### config.mk
export PLATFORM = sky130hd
export DESIGN_NAME = cmd_resp_receiver
export DESIGN_NICKNAME = d
export VERILOG_FILES = /design/src/rtl/cmd_resp_receiver_pkg.sv /design/src/rtl/cmd_resp_receiver_crc7_serial.sv /design/src/rtl/cmd_resp_receiver.sv
export SDC_FILE = /design/constraint.sdc
export NUM_CORES = 1
export LEC_CHECK = 0
export CORE_UTILIZATION = 51
export DETAILED_ROUTE_END_ITERATION = 7
export PLACE_DENSITY_LB_ADDON = 0.3
export SLEW_MARGIN = 20
export SYNTH_ARGS = -nofsm -noshare
export SYNTH_HDL_FRONTEND = slang
export SYNTH_SLANG_ARGS = --single-unit
export TNS_END_PERCENT = 1
### constraint.sdc
create_clock -name sd_clock -period 2.7 [get_ports sd_clock]
set_input_delay 0.54 -clock sd_clock [delete_from_list [all_inputs] [get_ports sd_clock]]
set_output_delay 0.54 -clock sd_clock [all_outputs]
set_load 0.01 [all_outputs]
### src/rtl/cmd_resp_receiver_pkg.sv
// Shared definitions for the CMD-line response receiver: FSM encoding, frame
// geometry and the serial CRC7 step.
package cmd_resp_receiver_pkg;

    localparam int unsigned RespLenDefault = 48;
    localparam logic [6:0]  Crc7Poly       = 7'h09;

    // Bit positions counted from the LSB of the captured frame.
    localparam int unsigned CrcHiPos     = 7;
    localparam int unsigned CrcLoPos     = 1;
    localparam int unsigned EndBitPos    = 0;
    localparam int unsigned CrcDataLoPos = 8;
    // Transmission bit sits at RESP_LEN - TxBitOffset.
    localparam int unsigned TxBitOffset  = 2;

    typedef enum logic [2:0] {
        StIdle,
        StWaitStart,
        StReceive,
        StCheck,
        StDone
    } state_e;

    function automatic logic [6:0] crc7_step(input logic [6:0] crc, input logic bit_in);
        logic fb;
        fb = bit_in ^ crc[6];
        return {crc[5:0], 1'b0} ^ (fb ? Crc7Poly : 7'h00);
    endfunction

endpackage

### src/rtl/cmd_resp_receiver_crc7_serial.sv
// Bit-serial CRC7 (x^7 + x^3 + 1), MSB first, zero initial value.
module crc7_serial
    import cmd_resp_receiver_pkg::*;
(
    input  logic       clock,
    input  logic       clear,
    input  logic       enable,
    input  logic       data_bit,
    output logic [6:0] crc
);

    logic [6:0] crc_q, crc_d;

    always_comb begin
        crc_d = crc_q;
        if (clear) begin
            crc_d = '0;
        end else if (enable) begin
            crc_d = crc7_step(crc_q, data_bit);
        end
    end

    always_ff @(posedge clock) begin
        crc_q <= crc_d;
    end

    assign crc = crc_q;

endmodule

### src/rtl/cmd_resp_receiver.sv
// Receives one CMD-line response frame, checks CRC7 and framing bits, and
// holds the result until acknowledged.
module cmd_resp_receiver
    import cmd_resp_receiver_pkg::*;
#(
    parameter int unsigned RESP_LEN = RespLenDefault,
    parameter int unsigned TO_WIDTH = 8
) (
    input  logic                sd_clock,
    input  logic                reset,
    input  logic                enable,
    input  logic                cmd_pin,
    input  logic [TO_WIDTH-1:0] timeout_limit,
    input  logic                ack_in,
    output logic [RESP_LEN-1:0] response,
    output logic                resp_valid,
    output logic                crc_err,
    output logic                frame_err,
    output logic                timeout,
    output logic                busy
);

    localparam int unsigned CntW = $clog2(RESP_LEN + 1);

    state_e              state_q, state_d;
    logic [RESP_LEN-1:0] response_q, response_d;
    logic [CntW-1:0]     bit_cnt_q, bit_cnt_d;
    logic [TO_WIDTH-1:0] wait_cnt_q, wait_cnt_d;
    logic                resp_valid_q, resp_valid_d;
    logic                crc_err_q, crc_err_d;
    logic                frame_err_q, frame_err_d;
    logic                timeout_q, timeout_d;
    logic                crc_en, crc_clr;
    logic [6:0]          crc_val;

    crc7_serial u_crc7 (
        .clock    (sd_clock),
        .clear    (crc_clr),
        .enable   (crc_en),
        .data_bit (cmd_pin),
        .crc      (crc_val)
    );

    assign crc_clr = (state_q == StIdle) || !reset;

    always_comb begin
        state_d      = state_q;
        response_d   = response_q;
        bit_cnt_d    = bit_cnt_q;
        wait_cnt_d   = wait_cnt_q;
        resp_valid_d = resp_valid_q;
        crc_err_d    = crc_err_q;
        frame_err_d  = frame_err_q;
        timeout_d    = timeout_q;
        crc_en       = 1'b0;

        unique case (state_q)
            StIdle: begin
                wait_cnt_d = '0;
                bit_cnt_d  = '0;
                if (enable) state_d = StWaitStart;
            end
            StWaitStart: begin
                // A start bit in the same cycle as the limit wins over the timeout.
                if (!cmd_pin) begin
                    response_d = RESP_LEN'(cmd_pin);
                    bit_cnt_d  = CntW'(1);
                    crc_en     = 1'b1;
                    state_d    = StReceive;
                end else begin
                    wait_cnt_d = wait_cnt_q + 1'b1;
                    if (timeout_limit != '0 && wait_cnt_d == timeout_limit) begin
                        timeout_d = 1'b1;
                        state_d   = StDone;
                    end
                end
            end
            StReceive: begin
                response_d = {response_q[RESP_LEN-2:0], cmd_pin};
                bit_cnt_d  = bit_cnt_q + 1'b1;
                crc_en     = bit_cnt_q < CntW'(RESP_LEN - CrcDataLoPos);
                if (bit_cnt_q == CntW'(RESP_LEN - 1)) state_d = StCheck;
            end
            StCheck: begin
                crc_err_d    = crc_val != response_q[CrcHiPos:CrcLoPos];
                frame_err_d  = response_q[RESP_LEN-TxBitOffset] | ~response_q[EndBitPos];
                resp_valid_d = 1'b1;
                state_d      = StDone;
            end
            StDone: begin
                if (ack_in) begin
                    resp_valid_d = 1'b0;
                    crc_err_d    = 1'b0;
                    frame_err_d  = 1'b0;
                    timeout_d    = 1'b0;
                    state_d      = StIdle;
                end
            end
            default: state_d = StIdle;
        endcase

        if (!enable && state_q != StIdle) begin
            state_d      = StIdle;
            resp_valid_d = 1'b0;
            crc_err_d    = 1'b0;
            frame_err_d  = 1'b0;
            timeout_d    = 1'b0;
        end
    end

    always_ff @(posedge sd_clock) begin
        if (!reset) begin
            state_q      <= StIdle;
            response_q   <= '0;
            bit_cnt_q    <= '0;
            wait_cnt_q   <= '0;
            resp_valid_q <= 1'b0;
            crc_err_q    <= 1'b0;
            frame_err_q  <= 1'b0;
            timeout_q    <= 1'b0;
        end else begin
            state_q      <= state_d;
            response_q   <= response_d;
            bit_cnt_q    <= bit_cnt_d;
            wait_cnt_q   <= wait_cnt_d;
            resp_valid_q <= resp_valid_d;
            crc_err_q    <= crc_err_d;
            frame_err_q  <= frame_err_d;
            timeout_q    <= timeout_d;
        end
    end

    assign response   = response_q;
    assign resp_valid = resp_valid_q;
    assign crc_err    = crc_err_q;
    assign frame_err  = frame_err_q;
    assign timeout    = timeout_q;
    assign busy       = state_q != StIdle;

endmodule

==> flow_metrics.py <==
metrics = {
    "status": {
        "outcome": "complete, no violations",
    },
    "cts": {
        "htree_num_levels": 3,
        "root_buffer": "clkbuf_8",
        "clkLatencyLatePin_ns": 0.36,
        "post-cts-setup-buffers": 0,
        "cts_resized": 0,
        "clkSlewWorstSetupHoldPaths_ns": 0.08,
        "cts_tree": "yes",
        "hold_buffers": 0,
        "clkSinkCount": 76,
        "cts_buffer_depth": 2,
        "numCtsBuffers": 9,
    },
    "sta": {
        "hold_violations": 0,
        "finClkSkew_ns": 0.007347,
        "report.final.slew_viol_count": 0,
        "fin_setup_tns_ns": 0,
        "post-route-period-util_pct": 87.91,
        "rsz0062_at_grt": "false",
        "max_freq_mhz": 421.3,
        "setup_viol": 0,
        "tightest_slew_ns": 0.6974,
        "relSlewSlack_pct": 53.20,
        "period_minus_slack_ns": 2.374,
        "fin_ws_ns": 0.3264,
    },
    "worst_setup_path": {
        "path_class": "register to output port",
        "cpPeakStageDelay_ns": 0.65,
        "critPathArrivalTime_ns": 1.83,
        "path_cells": "nor3_1 > inv_1 > clkdlybuf4s50_1",
        "worst_path_max_delay_cell": "dfxtp_1",
        "crit_path_start_kind": "register",
        "critPathTopFamily": "buffers and inverters",
        "crit_fanout": 17,
        "required_ns": 2.16,
        "critPathBufInv": 2,
        "cp-end-kind": "output port",
    },
    "cells_and_area": {
        "nets": 436,
        "final_cell_area_um2": 4269,
        "drive_gt1_share_pct": 7.277,
        "fillers": 520,
        "layout_common_cells": "dfxtp_1 (76), clkdlybuf4s50_1 (65), nor2b_1 (52)",
        "diodes": 0,
        "final_common_cell": "dfxtp_1",
        "area.growth.synth_to_final_pct": 28.13,
    },
    "synth": {
        "ys_seq_elements": 76,
        "seq_area_frac_synth_pct": 45.66,
        "postSynthCellCount": 362,
        "ys_top_cells_by_area": "dfxtp_1 (46%), a22oi_1 (11%), nor2b_1 (9.8%)",
        "ys_types": 44,
        "synth_area_um2": 3332,
        "synth.top_cell.area_share_pct": 45.66,
        "synth_top_area_cell": "dfxtp_1",
        "synth.avg_cell_area_um2": 9.204,
        "synthesis.nets": 377,
        "yosys_warnings": 0,
    },
    "route": {
        "top_layer_used": "met4",
        "wl_met2_mm": 3.510,
        "drt-met1-wl_mm": 3.481,
        "wl_met3_um": 479,
        "drtPass1Iterations": 5,
        "drcViolationCount": 0,
        "drtAntennaViolNets": 0,
        "drt_iter0_drc": 168,
        "drt-total-wl_mm": 7.613,
        "vias_per_cell": 5.730,
        "vias": 2882,
        "wl_per_cell_um": 15.14,
    },
    "grt": {
        "grt_usage_pct": 22.71,
        "grt_max_degree": 36,
        "grt_pass1_wl_mm": 12.74,
        "antenna_found_initial": 0,
        "grt_remaining_overflow": 0,
        "first_global_vias": 2652,
    },
    "floorplanning": {
        "die_w_um": 82.83,
        "core_area_um2": 6314,
        "die_area_um2": 6861,
        "die_y_um": 82.83,
        "core.rowCount": 29,
        "io_pins": 66,
        "start_util_pct": 52.77,
    },
    "min_path": {
        "min_path_type": "register to register",
    },
    "power_and_ir_drop": {
        "p_per_area_nw_per_um2": 553.8,
        "p_leak_nw": 1.433,
        "finalPower_mw": 2.364,
        "peakVddDrop_mv": 0.3588,
    },
    "job": {
        "cap_violations": 0,
    },
    "placement": {
        "place_congestion": 0.7981,
        "pre_cts_slack_ns": 0.3085,
        "dpl.hpwl_mm": 4.943,
        "io_buffers": 65,
        "postPlaceCellArea_um2": 4038,
    },
}
-- worst paths after layout --
kind | cells past startpoint | from | slack, ns | to
worst max-delay path | 3 | state_q[0]$_SDFFE_PP0P_ | 0.33 | busy
worst min-delay path | 2 | u_crc7.crc[3]$_SDFFE_PP0P_ | 0.48 | u_crc7.crc[4]$_SDFFE_PP0P_
worst max register to register | 6 | wait_cnt_q[0]$_SDFFE_PN0P_ | 0.60 | state_q[0]$_SDFFE_PP0P_
worst min register to register | 2 | u_crc7.crc[3]$_SDFFE_PP0P_ | 0.48 | u_crc7.crc[4]$_SDFFE_PP0P_
-- layer usage --
layer	vias to the layer above	global-route usage, %
li1	1414	-
met2	88	33.76
met5	-	0
met3	16	6.262
met1	1364	30.08
met4	0	11.91
-- synth_stat cells, drive strengths merged --
cell	instances
xor2	10
nand2	17
nor4	4
xnor2	11
a21oi	17
nand3	3
a221oi	1
or2	2
nand4b	4
a22oi	48
or3	2
o31ai	2
and2b	2
a211oi	1
and4	1
o221ai	1
and2	3
nand4	4
clkbuf	14
o22ai	1
nor3	7
nand2b	3
nor2b	52
o21ai	19
mux2i	2
buf	11
o32ai	1
nor4b	1
o21bai	1
dfxtp	76
a211o	2
nor3b	2
o211a	1
ha	2
a22o	1
inv	2
a21boi	8
nor2	15
nand3b	2
and3	6
-- final cells by class --
| cell class | count | area, um^2 | area share, % |
|---|---|---|---|
| multi-input cells | 259 | 1702 | 39.86 |
| flip-flops and latches | 76 | 1521 | 35.64 |
| repair buffers | 73 | 710.7 | 16.65 |
| clock buffers | 10 | 137.6 | 3.224 |
| well taps | 77 | 96.34 | 2.257 |
| clock inverters | 6 | 93.84 | 2.198 |
| inverters | 2 | 7.507 | 0.1759 |
-- cells by family (layout without fill, tap and decap cells) --
logic type	after synthesis	in the layout	share of synthesized area, %
multiplexers	2	2	0.6009
adder cells (fa/ha/maj)	2	2	0.7509
buffers and inverters	27	91	3.605
AND/OR/NAND/NOR	130	130	22.64
XOR/XNOR	21	21	5.520
AO/OA/AOI/OAI	104	104	21.22
flip-flops	76	76	45.66
-- state kept, by name (all words and copies together), names as in the netlist --
| name | flops |
|---|---|
| bit_cnt_q | 6 |
| crc_err | 1 |
| timeout | 1 |
| u_crc7.crc | 7 |
| response | 48 |
| wait_cnt_q | 8 |
| state_q | 3 |
| resp_valid | 1 |
| frame_err | 1 |
-- per-stage QoR --
step	hold slack (ns)	std cells	utilization [%]
finish	0.4850	503	67.62
detailed placement	0.4757	487	63.95
floorplan	0.4540	362	-
global placement	0.4737	487	63.95
global route	0.5043	503	67.62
CTS	0.4879	503	67.62
-- report_power, final --
group          leakage (nW)  internal (mW)  switching (mW)
logic                 0.707         0.0858           0.125
clock network         0.114          0.555           0.453
registers             0.612           1.13          0.0170
-- worst reg2reg max path, stage by stage (launching register included) --
cell and delay (ns):
dfxtp_1 0.46, ha_1 0.32, xor2_1 0.18, a211o_1 0.29, nor4_2 0.26, nand4b_1 0.22
a22o_2 0.28
No activity file was read; power rests on OpenSTA's default activity.
